<file path="src/rtl/debounce_multi_if.sv">
// Switch bundle: raw switch levels in, debounced level and event pulses out.
interface debounce_multi_if #(
    parameter int N_CH = 4
);
    logic [N_CH-1:0] sw;
    logic [N_CH-1:0] sw_dbnc;
    logic [N_CH-1:0] sw_rise;
    logic [N_CH-1:0] sw_fall;
    logic [N_CH-1:0] sw_long;
    logic [N_CH-1:0] sw_rep;

    modport master (
        output sw,
        input  sw_dbnc, sw_rise, sw_fall, sw_long, sw_rep
    );

    modport slave (
        input  sw,
        output sw_dbnc, sw_rise, sw_fall, sw_long, sw_rep
    );
endinterface

</file>
<file path="src/rtl/debounce_multi.sv">
// Multi-channel switch debouncer with edge pulses, long-press detection and
// typematic auto-repeat; every channel is an independent copy of the same slice.
module debounce_multi #(
    parameter int unsigned N_CH     = 4,
    parameter int unsigned DBNC_CYC = 500000,
    parameter int unsigned HOLD_CYC = 50000000,
    parameter int unsigned REP_CYC  = 10000000,
    parameter bit          REP_EN   = 1'b1,
    parameter bit          RST_VAL  = 1'b0
) (
    input  logic            clk50m,
    input  logic            rst,
    debounce_multi_if.slave bus
);

    localparam int unsigned DW   = $clog2(DBNC_CYC + 1);
    localparam int unsigned HMAX = (HOLD_CYC > REP_CYC) ? HOLD_CYC : REP_CYC;
    localparam int unsigned HW   = $clog2(HMAX + 1);

    localparam logic [DW-1:0] DBNC_LAST = DW'(DBNC_CYC - 1);
    localparam logic [DW-1:0] DCNT_ONE  = DW'(1);
    localparam logic [HW-1:0] HOLD_LAST = HW'(HOLD_CYC - 1);
    localparam logic [HW-1:0] REP_LAST  = HW'(REP_CYC - 1);
    localparam logic [HW-1:0] HCNT_ONE  = HW'(1);

    typedef enum logic [1:0] {
        ST_IDLE,
        ST_HOLD,
        ST_REPEAT
    } hold_state_t;

    logic [N_CH-1:0] dbnc_w;
    logic [N_CH-1:0] rise_w;
    logic [N_CH-1:0] fall_w;
    logic [N_CH-1:0] long_w;
    logic [N_CH-1:0] rep_w;

    genvar gi;
    generate
        for (gi = 0; gi < N_CH; gi++) begin : g_ch
            logic          sync1_q;
            logic          sync2_q;
            logic          dbnc_q;
            logic          rise_q;
            logic          fall_q;
            logic          long_q;
            logic          rep_q;
            logic [DW-1:0] dcnt_q;
            logic [HW-1:0] hcnt_q;
            hold_state_t   state_q;
            logic          accept_d;

            // The synchronised level has disagreed for DBNC_CYC cycles including this one.
            assign accept_d = (sync2_q != dbnc_q) && (dcnt_q == DBNC_LAST);

            always_ff @(posedge clk50m) begin
                if (rst) begin
                    sync1_q <= RST_VAL;
                    sync2_q <= RST_VAL;
                    dbnc_q  <= RST_VAL;
                    rise_q  <= 1'b0;
                    fall_q  <= 1'b0;
                    long_q  <= 1'b0;
                    rep_q   <= 1'b0;
                    dcnt_q  <= '0;
                    hcnt_q  <= '0;
                    state_q <= ST_IDLE;
                end else begin
                    sync1_q <= bus.sw[gi];
                    sync2_q <= sync1_q;
                    rise_q  <= 1'b0;
                    fall_q  <= 1'b0;
                    long_q  <= 1'b0;
                    rep_q   <= 1'b0;

                    if (sync2_q == dbnc_q) begin
                        dcnt_q <= '0;
                    end else if (accept_d) begin
                        dcnt_q <= '0;
                        dbnc_q <= sync2_q;
                    end else begin
                        dcnt_q <= dcnt_q + DCNT_ONE;
                    end

                    // A release always wins, so nothing long/repeat can coincide with sw_fall.
                    if (accept_d && !sync2_q) begin
                        fall_q  <= 1'b1;
                        state_q <= ST_IDLE;
                        hcnt_q  <= '0;
                    end else if (accept_d) begin
                        rise_q  <= 1'b1;
                        rep_q   <= REP_EN;
                        state_q <= ST_HOLD;
                        hcnt_q  <= '0;
                    end else begin
                        case (state_q)
                            ST_HOLD: begin
                                if (hcnt_q == HOLD_LAST) begin
                                    long_q  <= 1'b1;
                                    rep_q   <= REP_EN;
                                    state_q <= ST_REPEAT;
                                    hcnt_q  <= '0;
                                end else begin
                                    hcnt_q <= hcnt_q + HCNT_ONE;
                                end
                            end
                            ST_REPEAT: begin
                                if (hcnt_q == REP_LAST) begin
                                    rep_q  <= REP_EN;
                                    hcnt_q <= '0;
                                end else begin
                                    hcnt_q <= hcnt_q + HCNT_ONE;
                                end
                            end
                            default: begin
                                hcnt_q <= '0;
                            end
                        endcase
                    end
                end
            end

            assign dbnc_w[gi] = dbnc_q;
            assign rise_w[gi] = rise_q;
            assign fall_w[gi] = fall_q;
            assign long_w[gi] = long_q;
            assign rep_w[gi]  = rep_q;
        end
    endgenerate

    assign bus.sw_dbnc = dbnc_w;
    assign bus.sw_rise = rise_w;
    assign bus.sw_fall = fall_w;
    assign bus.sw_long = long_w;
    assign bus.sw_rep  = rep_w;

endmodule
</file>
<file path="src/flat_wrapper.sv">
// flat-port wrapper written by rule: the top's interface ports become plain ports
module debounce_multi_flat 
#(
    parameter int unsigned N_CH     = 4,
    parameter int unsigned DBNC_CYC = 500000,
    parameter int unsigned HOLD_CYC = 50000000,
    parameter int unsigned REP_CYC  = 10000000,
    parameter bit          REP_EN   = 1'b1,
    parameter bit          RST_VAL  = 1'b0
)
  (clk50m, rst, bus_sw, bus_sw_dbnc, bus_sw_rise, bus_sw_fall, bus_sw_long, bus_sw_rep);
  debounce_multi_if #(.N_CH(N_CH)) bus_i ();
  input  logic clk50m;
  input  logic rst;
  input wire logic [$bits(bus_i.sw)-1:0] bus_sw;
  output wire logic [$bits(bus_i.sw_dbnc)-1:0] bus_sw_dbnc;
  output wire logic [$bits(bus_i.sw_rise)-1:0] bus_sw_rise;
  output wire logic [$bits(bus_i.sw_fall)-1:0] bus_sw_fall;
  output wire logic [$bits(bus_i.sw_long)-1:0] bus_sw_long;
  output wire logic [$bits(bus_i.sw_rep)-1:0] bus_sw_rep;
  assign bus_i.sw = bus_sw;
  assign bus_sw_dbnc = bus_i.sw_dbnc;
  assign bus_sw_rise = bus_i.sw_rise;
  assign bus_sw_fall = bus_i.sw_fall;
  assign bus_sw_long = bus_i.sw_long;
  assign bus_sw_rep = bus_i.sw_rep;
  debounce_multi #(.N_CH(N_CH), .DBNC_CYC(DBNC_CYC), .HOLD_CYC(HOLD_CYC), .REP_CYC(REP_CYC), .REP_EN(REP_EN), .RST_VAL(RST_VAL)) u_core (.clk50m(clk50m), .rst(rst), .bus(bus_i));
endmodule
</file>
<file path="config.mk">
export PLATFORM = sky130hd
export DESIGN_NAME = debounce_multi_flat
export DESIGN_NICKNAME = d
export VERILOG_FILES = /design/src/rtl/debounce_multi_if.sv /design/src/rtl/debounce_multi.sv /design/src/flat_wrapper.sv
export SDC_FILE = /design/constraint.sdc
export NUM_CORES = 1
export LEC_CHECK = 0
export BUFFER_PORTS_ARGS = -buffer_cell sky130_fd_sc_hd__buf_2
export CORE_MARGIN = 1.5
export CORE_UTILIZATION = 50
export DETAILED_ROUTE_END_ITERATION = 8
export PLACE_DENSITY = 0.67
export REMOVE_ABC_BUFFERS = 1
export SLEW_MARGIN = 40
export SYNTH_ARGS = -nofsm -noshare
export SYNTH_HDL_FRONTEND = slang
export SYNTH_SLANG_ARGS = --single-unit
</file>
<file path="constraint.sdc">
create_clock -name clk50m -period 6.7 [get_ports clk50m]
set_clock_uncertainty 0.2 [all_clocks]
set_input_delay 1.34 -clock clk50m [delete_from_list [all_inputs] [get_ports clk50m]]
set_output_delay 1.34 -clock clk50m [all_outputs]
set_load 0.02 [all_outputs]
</file>
==> results.md, run 1 <==
- Starting Density: 0.515
- Die width: roughly 140 um
- Area growth syn-to-layout: 10.0%
- Most frequent cell after synthesis: dfxtp_1
- Register area share after synthesis: 0.444
- Post-DP HPWL: 11.8 mm
- Synthesized area: 9730 um^2
- Yosys warning total: 0
- Post-route ant nets: 0
- Synthesized instance count: 1118
- Rel. slew slack: 0.519
- PnR worst setup slack: 3.94 ns
- Number of nets in the layout: around 1100
- Post-CTS Setup Inserts: 0
- CP Capture Type: flop
- Layout Utilization: 0.567
- Die Area: a little over 20000 um^2
- Final setup vio count: 0
- IO Count: 26
- Drt initial violations: slightly below 300
- Arr. time, crit path: between 2 and 3 ns
- Clock sink count: 216
- Syn_area_per_cell: a little under 9 um^2
- Final slew viol count: 0
- Total Neg Setup Slack: 0 ns
- Post-cts hold buffer count: 0
- Period utilization: 0.413
- Antenna violations before repair: 0
- Dpl ws: 3.10 ns
- Measured slew at the worst slew-check pin: 0.719 ns
- Leak pwr: 0.00336 uW
- H-tree depth: 1
- Max cap viols: 0
- Yosys reg bits: 216
- Final hold viol count: 0
- CP Class: input pin to flop
- Wire per inst: 12.6 um
- Post-synth ARST share: 0
- Root buffer cell: clkbuf_16
- Via count: 7249
- CTS tree: yes
- RSZ-0062 raised after global routing: false
- Worst Hold Class: flop to flop
- GPL Wtd Cong: 0.779
- Ys flop type: dfxtp_1
- Max Clk Rate: ~0.36 GHz
- Chip height: 143 um
- Area after DPL: 9880 um^2
- Clk pin slew, worst setup/hold paths: 0.06 ns
- Synth area leader: dfxtp_1
- GRT Util Overall: 0.179
- Post-synth EDFFs: 0
- Setup crit start kind: input pin
- Vias per cell: about 5.2
- Design Area, Final: 10700 um^2
- Yosys top cell area share: 0.444
- FP Rows: 50
- Crit Path Max Fanout: 30
- Final min period: 2.76 ns
- First-pass GRT wire length: 30.7 mm
- Total grt overflow: 0
- Share of cells above drive strength 1: 0.0659
- Status: complete, no violations
- Num CTS Buffers: 24
- Drt pass-1 iters: 4
- Placeable Area: between 15000 and 20000 um^2
- Worst vdd rail ir drop: 132 uV
- Pwr Density: 247 nW/um^2
- Library cells used by synthesis: 46
- Skew-Pair Late Insertion Delay: 0.51 ns
- Top post-synthesis cells by area: dfxtp_1, nor2_1, xnor2_1
- Max Buffers Root-to-Sink: 3
- Hold WS: 0.234 ns
- Largest net degree at the start of global routing: 31
- Number of global-route vias before repair: 6668
- DRC Markers: 0
- Final wirelength: 17.7 mm
- # diodes: 0
- Number of buffers added on ports: 25
- Most frequent cells after synthesis: dfxtp_1, nor2_1, xnor2_1, xor2_1, nand3_1
- CP required: about 6.9 ns
- Post-CTS sizing: 0
==> critical path, cell delays in order <==
cell and delay (ns):
buf_2 0.45, inv_1 0.29, o21ai_0 0.26, a211o_2 0.48, nor2_1 0.11
==> per-stage QoR <==
stage | cells | total power, uW
floorplan | 1069 | 1320
CTS | 1398 | 2680
global route | 1398 | 2730
detailed placement | 1354 | 1330
finish | 1398 | 2640
global placement | 1354 | 1330
==> kinds of logic after synthesis <==
family,count (synthesis),synth area share
multiplexers,1,0.00103
adder cells (fa/ha/maj),20,0.0257
AO/OA/AOI/OAI,36,0.0234
XOR/XNOR,167,0.150
buffers and inverters,79,0.0429
flip-flops,216,0.444
AND/OR/NAND/NOR,599,0.312
==> final timing paths <==
path         slack, ns  cells after the start                startpoint                   endpoint
min reg2reg       0.23                      1    u_core.g_ch[2].sync1_q     u_core.g_ch[2].sync2_q
min               0.23                      1    u_core.g_ch[2].sync1_q     u_core.g_ch[2].sync2_q
max               3.94                      5                       rst  u_core.g_ch[1].hcnt_q[10]
max reg2reg       4.14                      6  u_core.g_ch[0].dcnt_q[0]  u_core.g_ch[0].dcnt_q[14]
==> placed cells by master, fill, tap and decap left out, drive strengths merged, types with 22 or more instances in the layout <==
| cell type | instances |
|---|---|
| clkbuf | 40 |
| and4 | 22 |
| inv | 30 |
| nand4 | 44 |
| nand3 | 76 |
| nor3 | 48 |
| nand2 | 72 |
| nor2 | 214 |
| and3 | 27 |
| dfxtp | 216 |
| xor2 | 77 |
| buf | 25 |
| xnor2 | 90 |
==> power by group <==
group / internal [uW] / switching, uW
clock: 837 / 502
sequential: 1290 / 1.90
combinational: 4.12 / 10.4
total: 2130 / 514
==> routing by layer <==
| layer | share of wire | GRT usage | wire (um) | up-vias |
|---|---|---|---|---|
| li1 | - | - | - | 3793 |
| met1 | 0.50 | 0.244 | 8860 | 3377 |
| met2 | 0.45 | 0.295 | 8000 | 57 |
| met3 | 0.030 | 0.0306 | 529 | 22 |
| met4 | 0.015 | 0.0418 | 271 | 0 |
| met5 | 0 | 0 | 0 | - |
==> sequential cells by signal, summed over array words and instances, names as in the netlist <==
name                 count
u_core.g_ch.hcnt_q     104
u_core.g_ch.dcnt_q      76
u_core.g_ch.state_q      8
u_core.g_ch.dbnc_q       4
u_core.g_ch.fall_q       4
u_core.g_ch.long_q       4
u_core.g_ch.rep_q        4
u_core.g_ch.rise_q       4
u_core.g_ch.sync1_q      4
u_core.g_ch.sync2_q      4
==> area by class of cell <==
class,count,area [um^2]
fillers,1748,8190
multi-input cells,823,5000
flip-flops and latches,216,4320
clock buffers,40,752
well taps,260,325
repair buffers,25,125
inverters,30,113
clock inverters,4,70.1
Note: power is estimated with default switching activity, not from simulation.
==> run 2, diff against run 1 <==
--- a/config.mk
+++ b/config.mk
@@ -9,7 +9,7 @@
 export CORE_MARGIN = 1.5
 export CORE_UTILIZATION = 50
 export DETAILED_ROUTE_END_ITERATION = 8
-export PLACE_DENSITY = 0.67
+export PLACE_DENSITY = 0.7
 export REMOVE_ABC_BUFFERS = 1
 export SLEW_MARGIN = 40
 export SYNTH_ARGS = -nofsm -noshare
==> constraint.sdc (replaced) <==
create_clock -name clk50m -period 2.4 [get_ports clk50m]
set_clock_uncertainty 0.2 [all_clocks]
set_input_delay 0.48 -clock clk50m [delete_from_list [all_inputs] [get_ports clk50m]]
set_output_delay 0.48 -clock clk50m [all_outputs]
set_load 0.02 [all_outputs]
==> run 2 against run 1 <==
  * Register-to-register slack lost 4.0 ns
  * Design area is 1.3% higher
  * Via count is 1.4% higher
  * Largest power group is now sequential cells
==> results.md, run 2 (synthesized netlist as in run 1, its figures left out) <==
- Post-cts hold buffer count: 3 (+3)
- Final setup vio count: 0 (unchanged)
- Post-CTS Setup Inserts: 0 (unchanged)
- Hold EP: u_core.g_ch[1].sync1_q
- First-pass GRT wire length: 30.9 mm (+0.61%)
- Post-placement cell count: 1372 (+1.3%)
- CP required: 2.59 ns (-4.28 ns)
- Arr. time, crit path: 2.46 ns (-0.48 ns)
- Root buffer cell: clkbuf_16
- Worst vdd rail ir drop: 422 uV (+220%)
- # diodes: 0 (unchanged)
- Hold Crit Start: bus_sw[1]
- CTS tree: yes
- Period utilization: 0.948
- Drt initial violations: 343 (+15%)
- Most flops, register: u_core.g_ch.hcnt_q
- Wire per inst: 12.4 um (-1.9%)
- Total Neg Setup Slack: 0 ns (unchanged)
- Layout Utilization: 0.574 (+0.00735)
- Final min period: approximately 2.3 ns
- Crit Path Max Fanout: 26 (-13%)
- Chip height: 143 um (unchanged)
- CP Capture Type: flop
- Pwr Density: 655 nW/um^2 (+170%)
- Starting Density: 0.515 (unchanged)
- PnR worst setup slack: 0.126 ns (-3.81 ns)
- Max Clk Rate: 0.440 GHz
- Placeable Area: 18900 um^2 (unchanged)
- Critical Path Slowest Stage Cell: or4_1
- GRT Util Overall: 0.180 (+0.000962)
- Rel. slew slack: 0.600 (+0.0801)
- Clk pin slew, worst setup/hold paths: 0.05 ns (about the same)
- Final wirelength: 17.6 mm (-0.42%)
- Via count: 7353 (+1.4%)
- Largest stage delay on the critical path: 0.51 ns (+0.03 ns)
- Hold-critical path depth: 2 (+1)
- Largest net degree at the start of global routing: 27 (-13%)
- Clock sink count: 216 (unchanged)
- Post-CTS sizing: 0 (unchanged)
- Measured slew at the worst slew-check pin: 0.595 ns (-0.124 ns)
- Area growth syn-to-layout: 11.5%
- RR Startpoint: u_core.g_ch[2].hcnt_q[16]
- Total grt overflow: 0 (unchanged)
- Largest registers: u_core.g_ch.hcnt_q x104, u_core.g_ch.dcnt_q x76, u_core.g_ch.state_q x8
- Dpl ws: 0.138 ns (-2.96 ns)
- Final slew viol count: 0 (unchanged)
- GPL Wtd Cong: 0.834 (+7.1%)
- FP Rows: 50 (unchanged)
- Number of global-route vias before repair: 6828 (+2.4%)
- Skew-Pair Late Insertion Delay: 0.51 ns (about the same)
- Non-filler cells, final: 1419 (+1.5%)
- Max reg flops: 104 (unchanged)
- Commonest non-fill, non-tap cell in the layout: dfxtp_1
- Drt pass-1 iters: 4 (unchanged)
- Max cap viols: 0 (unchanged)
- Setup crit start kind: flop
- R2r setup slk: 0.13 ns (-4.01 ns)
- Status: complete, no violations
- Vias per cell: 5.18 (about the same)
- Worst Hold Class: input pin to flop
- Max Buffers Root-to-Sink: 3 (unchanged)
- Share of cells above drive strength 1: 0.0759 (+0.0100)
- Number of buffers added on ports: 25 (unchanged)
- Die width: 143 um (unchanged)
- H-tree depth: 1 (unchanged)
- Die Area: 20300 um^2 (unchanged)
- DRC Markers: 0 (unchanged)
- CP Class: flop to flop
- Antenna violations before repair: 0 (unchanged)
- Reg2Reg Depth: 6 (unchanged)
- Number of nets in the layout: 1167 (+1.8%)
- Post-DP HPWL: 11.9 mm (+0.69%)
- Leak pwr: 0.00344 uW (+2.6%)
- Most frequent cells in the layout: dfxtp_1, nor2_1, xnor2_1, xor2_1, nand3_1
- Post-route ant nets: 0 (unchanged)
- IO Count: 26 (unchanged)
- Capture point of the worst reg-to-reg path: u_core.g_ch[2].hcnt_q[16]
- Num CTS Buffers: 24 (unchanged)
- Final hold viol count: 0 (unchanged)
- Worst path cell trace: or4_1, or4_4, o21ai_0, a211o_2, buf_12, nor2_1
- RSZ-0062 raised after global routing: false
[run 2: cell count changes in the layout (fill, tap and decap cells not counted), sizes merged]
cell	delta
buf	+18
dlygate4sd3	+3
bufinv	-2
clkinv	+2
clkbuf	-1
clkinvlp	+1
[run 2: stage by stage]
stage	total power (uW)	cell area (um^2)	hold slack (ns)
6_report	7110	10800	0.0156
5_1_grt	7370	10800	0.0160
4_1_cts	7210	10800	0.0110
3_5_place_dp	3730	10100	0.228
3_3_place_gp	3730	10100	0.219
2_1_floorplan	3700	9430	0.214
[run 2: area by class of cell]
cell class	instances	area [um^2]
Multi-Input combinational cell	823	4990
Sequential cell	216	4320
Tap cell	260	325
Fill cell	1755	8050
Clock buffer	39	728
Timing Repair Buffer	46	340
Inverter	30	113
Clock inverter	5	27.5
[run 2: layer usage]
layer / GRT usage / vias to the layer above / wire length (um)
met5: 0 / - / 0
met4: 0.0543 / 0 / 435
met3: 0.0293 / 31 / 634
met2: 0.286 / 89 / 7530
met1: 0.251 / 3392 / 8980
li1: - / 3841 / -
[run 2: how the worst max path moves through the flow]
| stage | from | to | slack, ns |
|---|---|---|---|
| 2_1_floorplan | u_core.g_ch[2].hcnt_q[16] | u_core.g_ch[2].hcnt_q[10] | 0.19 |
| 3_3_place_gp | u_core.g_ch[2].hcnt_q[16] | u_core.g_ch[2].hcnt_q[12] | 0.17 |
| 3_5_place_dp | u_core.g_ch[2].hcnt_q[16] | u_core.g_ch[2].hcnt_q[8] | 0.14 |
| 4_1_cts | u_core.g_ch[2].hcnt_q[16] | u_core.g_ch[2].hcnt_q[16] | 0.11 |
| 5_1_grt | u_core.g_ch[2].hcnt_q[16] | u_core.g_ch[2].hcnt_q[16] | 0.06 |
| 6_report | u_core.g_ch[2].hcnt_q[16] | u_core.g_ch[2].hcnt_q[16] | 0.13 |
[run 2: critical path: cells and delay by family (launching register included)]
family                 cells  cell delay (ns)
and+or+nand+nor            3             1.09
DFF                        1             0.33
AOI/OAI and AO/OA          2             0.37
buffers and inverters      1             0.16
[run 2: where the power goes]
group	leakage, uW	internal, uW	switching (uW)	total [uW]
Sequential	0.00174	3590	5.12	3600
Clock	0.000370	2070	1390	3460
Combinational	0.00133	20.0	31.5	51.5
Total	0.00344	5680	1430	7110
==> run 3, diff against run 2 <==
--- a/config.mk
+++ b/config.mk
@@ -7,9 +7,9 @@
 export LEC_CHECK = 0
 export BUFFER_PORTS_ARGS = -buffer_cell sky130_fd_sc_hd__buf_2
 export CORE_MARGIN = 1.5
-export CORE_UTILIZATION = 50
+export CORE_UTILIZATION = 56
 export DETAILED_ROUTE_END_ITERATION = 8
-export PLACE_DENSITY = 0.7
+export PLACE_DENSITY = 0.77
 export REMOVE_ABC_BUFFERS = 1
 export SLEW_MARGIN = 40
 export SYNTH_ARGS = -nofsm -noshare
==> run 3 against run 2 <==
  * Via count rose by 1.6%
  * Critical path type unchanged
  * First-iteration DRC count rose by 9.9%
  * Final cell count fell by 2.5%
  * Highest routed layer unchanged
  * Flip-flop and latch count did not move
  * Register-to-register slack got worse by 0.02 ns
  * Routed wire length rose by 1.5%
==> results.md, run 3 (synthesized netlist as in run 1, its figures left out) <==
- Status: complete, no violations
- # diodes: 0 (unchanged)
- DRC Markers: 0 (unchanged)
- Final setup vio count: 0 (unchanged)
- Share of cells above drive strength 1: 0.0802 (+0.00431)
- Post-route ant nets: 0 (unchanged)
- Register area: 4320 um^2 (unchanged)
- Max Clk Rate: 0.436 GHz (-0.90%)
- Crit Path Max Fanout: 26 (unchanged)
- Area growth syn-to-layout: 11.6%
- Max reg flops: 104 (unchanged)
- Via count: 7474 (+1.6%)
- Total grt overflow: 0 (unchanged)
- Vias per cell: 5.40 (+4.2%)
- Switching Share: 0.198 (-0.00311)
- Clock sink count: 216 (unchanged)
- Num CTS Buffers: 24 (unchanged)
- Period utilization: 0.956 (+0.00864)
- Multi-input gate area in the final layout: 4990 um^2 (unchanged)
- CP Class: flop to flop
- Final slew viol count: 0 (unchanged)
- Number of buffers added on ports: 25 (unchanged)
- Commonest non-fill, non-tap cell in the layout: dfxtp_1
- Die width: 135 um (-5.4%)
- Pwr Density: 678 nW/um^2 (+3.4%)
- Root buffer cell: clkbuf_16
- First-pass GRT wire length: 30.6 mm (-0.93%)
- Chip height: 135 um (-5.4%)
- Clk pin slew, worst setup/hold paths: 0.06 ns (about the same)
- Total Neg Setup Slack: 0 ns (unchanged)
- H-tree depth: 1 (unchanged)
- Largest registers: u_core.g_ch.hcnt_q x104, u_core.g_ch.dcnt_q x76, u_core.g_ch.state_q x8
- Area after DPL: 10000 um^2 (-0.56%)
- FP Rows: 48 (-4.0%)
- Layout Utilization: 0.635 (+0.0605)
- Layout fillers: 1437 (-18%)
- Measured slew at the worst slew-check pin: 0.640 ns (+0.0450 ns)
- Most frequent cells in the layout: dfxtp_1, nor2_1, xnor2_1, xor2_1, nand3_1
- IO Count: 26 (unchanged)
- Worst Hold Class: flop to flop
- GRT Util Overall: 0.198 (+0.0181)
- PnR worst setup slack: 0.105 ns (-0.0207 ns)
- Die Area: 18200 um^2 (-10%)
- Setup crit start kind: flop
- Drt initial violations: 377 (+9.9%)
- Wire per inst: 12.9 um (+4.1%)
- Combinational group share of total power: 0.007 (about the same)
- Final min period: 2.29 ns (+0.0207 ns)
- Max cap viols: 0 (unchanged)
- Clock power frac: 0.504 (+0.018)
- Dpl ws: 0.118 ns (-0.0197 ns)
- Power Total: 7360 uW (+3.5%)
- Antenna violations before repair: 0 (unchanged)
- NetSw: 1460 uW (+1.9%)
- Rel. slew slack: 0.570 (-0.0296)
- Final wirelength: 17.8 mm (+1.5%)
- Max Buffers Root-to-Sink: 3 (unchanged)
- Drt pass-1 iters: 6 (+2)
- Arr. time, crit path: 2.50 ns (+0.04 ns)
- CP Capture Type: flop
- CTS tree: yes
- Starting Density: 0.568 (+0.0535)
- Post-DP HPWL: 11.9 mm (-0.16%)
- Largest net degree at the start of global routing: 30 (+11%)
- Pint: 5900 uW (+3.9%)
- Leak pwr: 0.00348 uW (+0.96%)
- CP required: 2.60 ns (about the same)
- Number of global-route vias before repair: 6841 (+0.19%)
- GPL Wtd Cong: 0.838 (+0.46%)
- RSZ-0062 raised after global routing: false
- Most flops, register: u_core.g_ch.hcnt_q
- Sequential group share of total power: 0.489 (-0.017)
- Worst vdd rail ir drop: 715 uV (+70%)
- Number of nets in the layout: 1168 (+0.086%)
- Skew-Pair Late Insertion Delay: 0.51 ns (about the same)
- Design Area, Final: 10900 um^2 (+0.14%)
- Placeable Area: 17100 um^2 (-9.4%)
- Final hold viol count: 0 (unchanged)
## run 3: worst paths after layout
kind / startpoint / to / slack (ns) / depth (start not counted)
max: u_core.g_ch[2].hcnt_q[11] / u_core.g_ch[2].hcnt_q[4] / 0.11 / 6
min: u_core.g_ch[0].sync1_q / u_core.g_ch[0].sync2_q / 0.24 / 1
max reg2reg: u_core.g_ch[2].hcnt_q[11] / u_core.g_ch[2].hcnt_q[4] / 0.11 / 6
min reg2reg: u_core.g_ch[0].sync1_q / u_core.g_ch[0].sync2_q / 0.24 / 1
## run 3: routing by layer
metal  vias to the layer above  part of all wire  global-route usage
met1                      3502              0.48               0.266
met5                         -                 0                   0
met3                        33             0.032              0.0319
li1                       3843                 -                   -
met2                        96              0.46               0.330
met4                         0             0.025              0.0562
## run 3: cell type report
type,count,area share
multi-input cells,823,0.459
flip-flops and latches,216,0.398
clock buffers,34,0.0662
repair buffers,47,0.0311
well taps,225,0.0259
inverters,30,0.0104
clock inverters,9,0.00899
## run 3: through the flow
stage | hold slack [ns] | instances
floorplan | 0.214 | 1069
global placement | 0.218 | 1337
detailed placement | 0.224 | 1337
CTS | 0.237 | 1384
global route | 0.249 | 1384
finish | 0.236 | 1384
## run 3: power groups by stage
| stage | logic [uW] | registers, uW | clock network [uW] |
|---|---|---|---|
| 4_1_cts | 51.5 | 3600 | 3790 |
| 3_3_place_gp | 45.2 | 3680 | 0 |
| 2_1_floorplan | 21.3 | 3680 | 0 |
| 3_5_place_dp | 46.2 | 3680 | 0 |
| 6_report | 51.0 | 3600 | 3710 |
| 5_1_grt | 56.9 | 3600 | 3940 |
## run 3: worst max-delay path, cell delays in order (launching register included)
cell     delay [ns]
dfxtp_1        0.35
or4_1          0.52
or4_4          0.51
o21ai_0        0.19
a211o_2        0.18
buf_12         0.16
nor2_1         0.06
## run 3: timing repair
item / 4_1_cts / 5_1_grt
hold endpoints to repair: 4 / 0
hold buffers: 4 / 0
resized for setup: 0 / 0
buffers inserted: 0 / 0
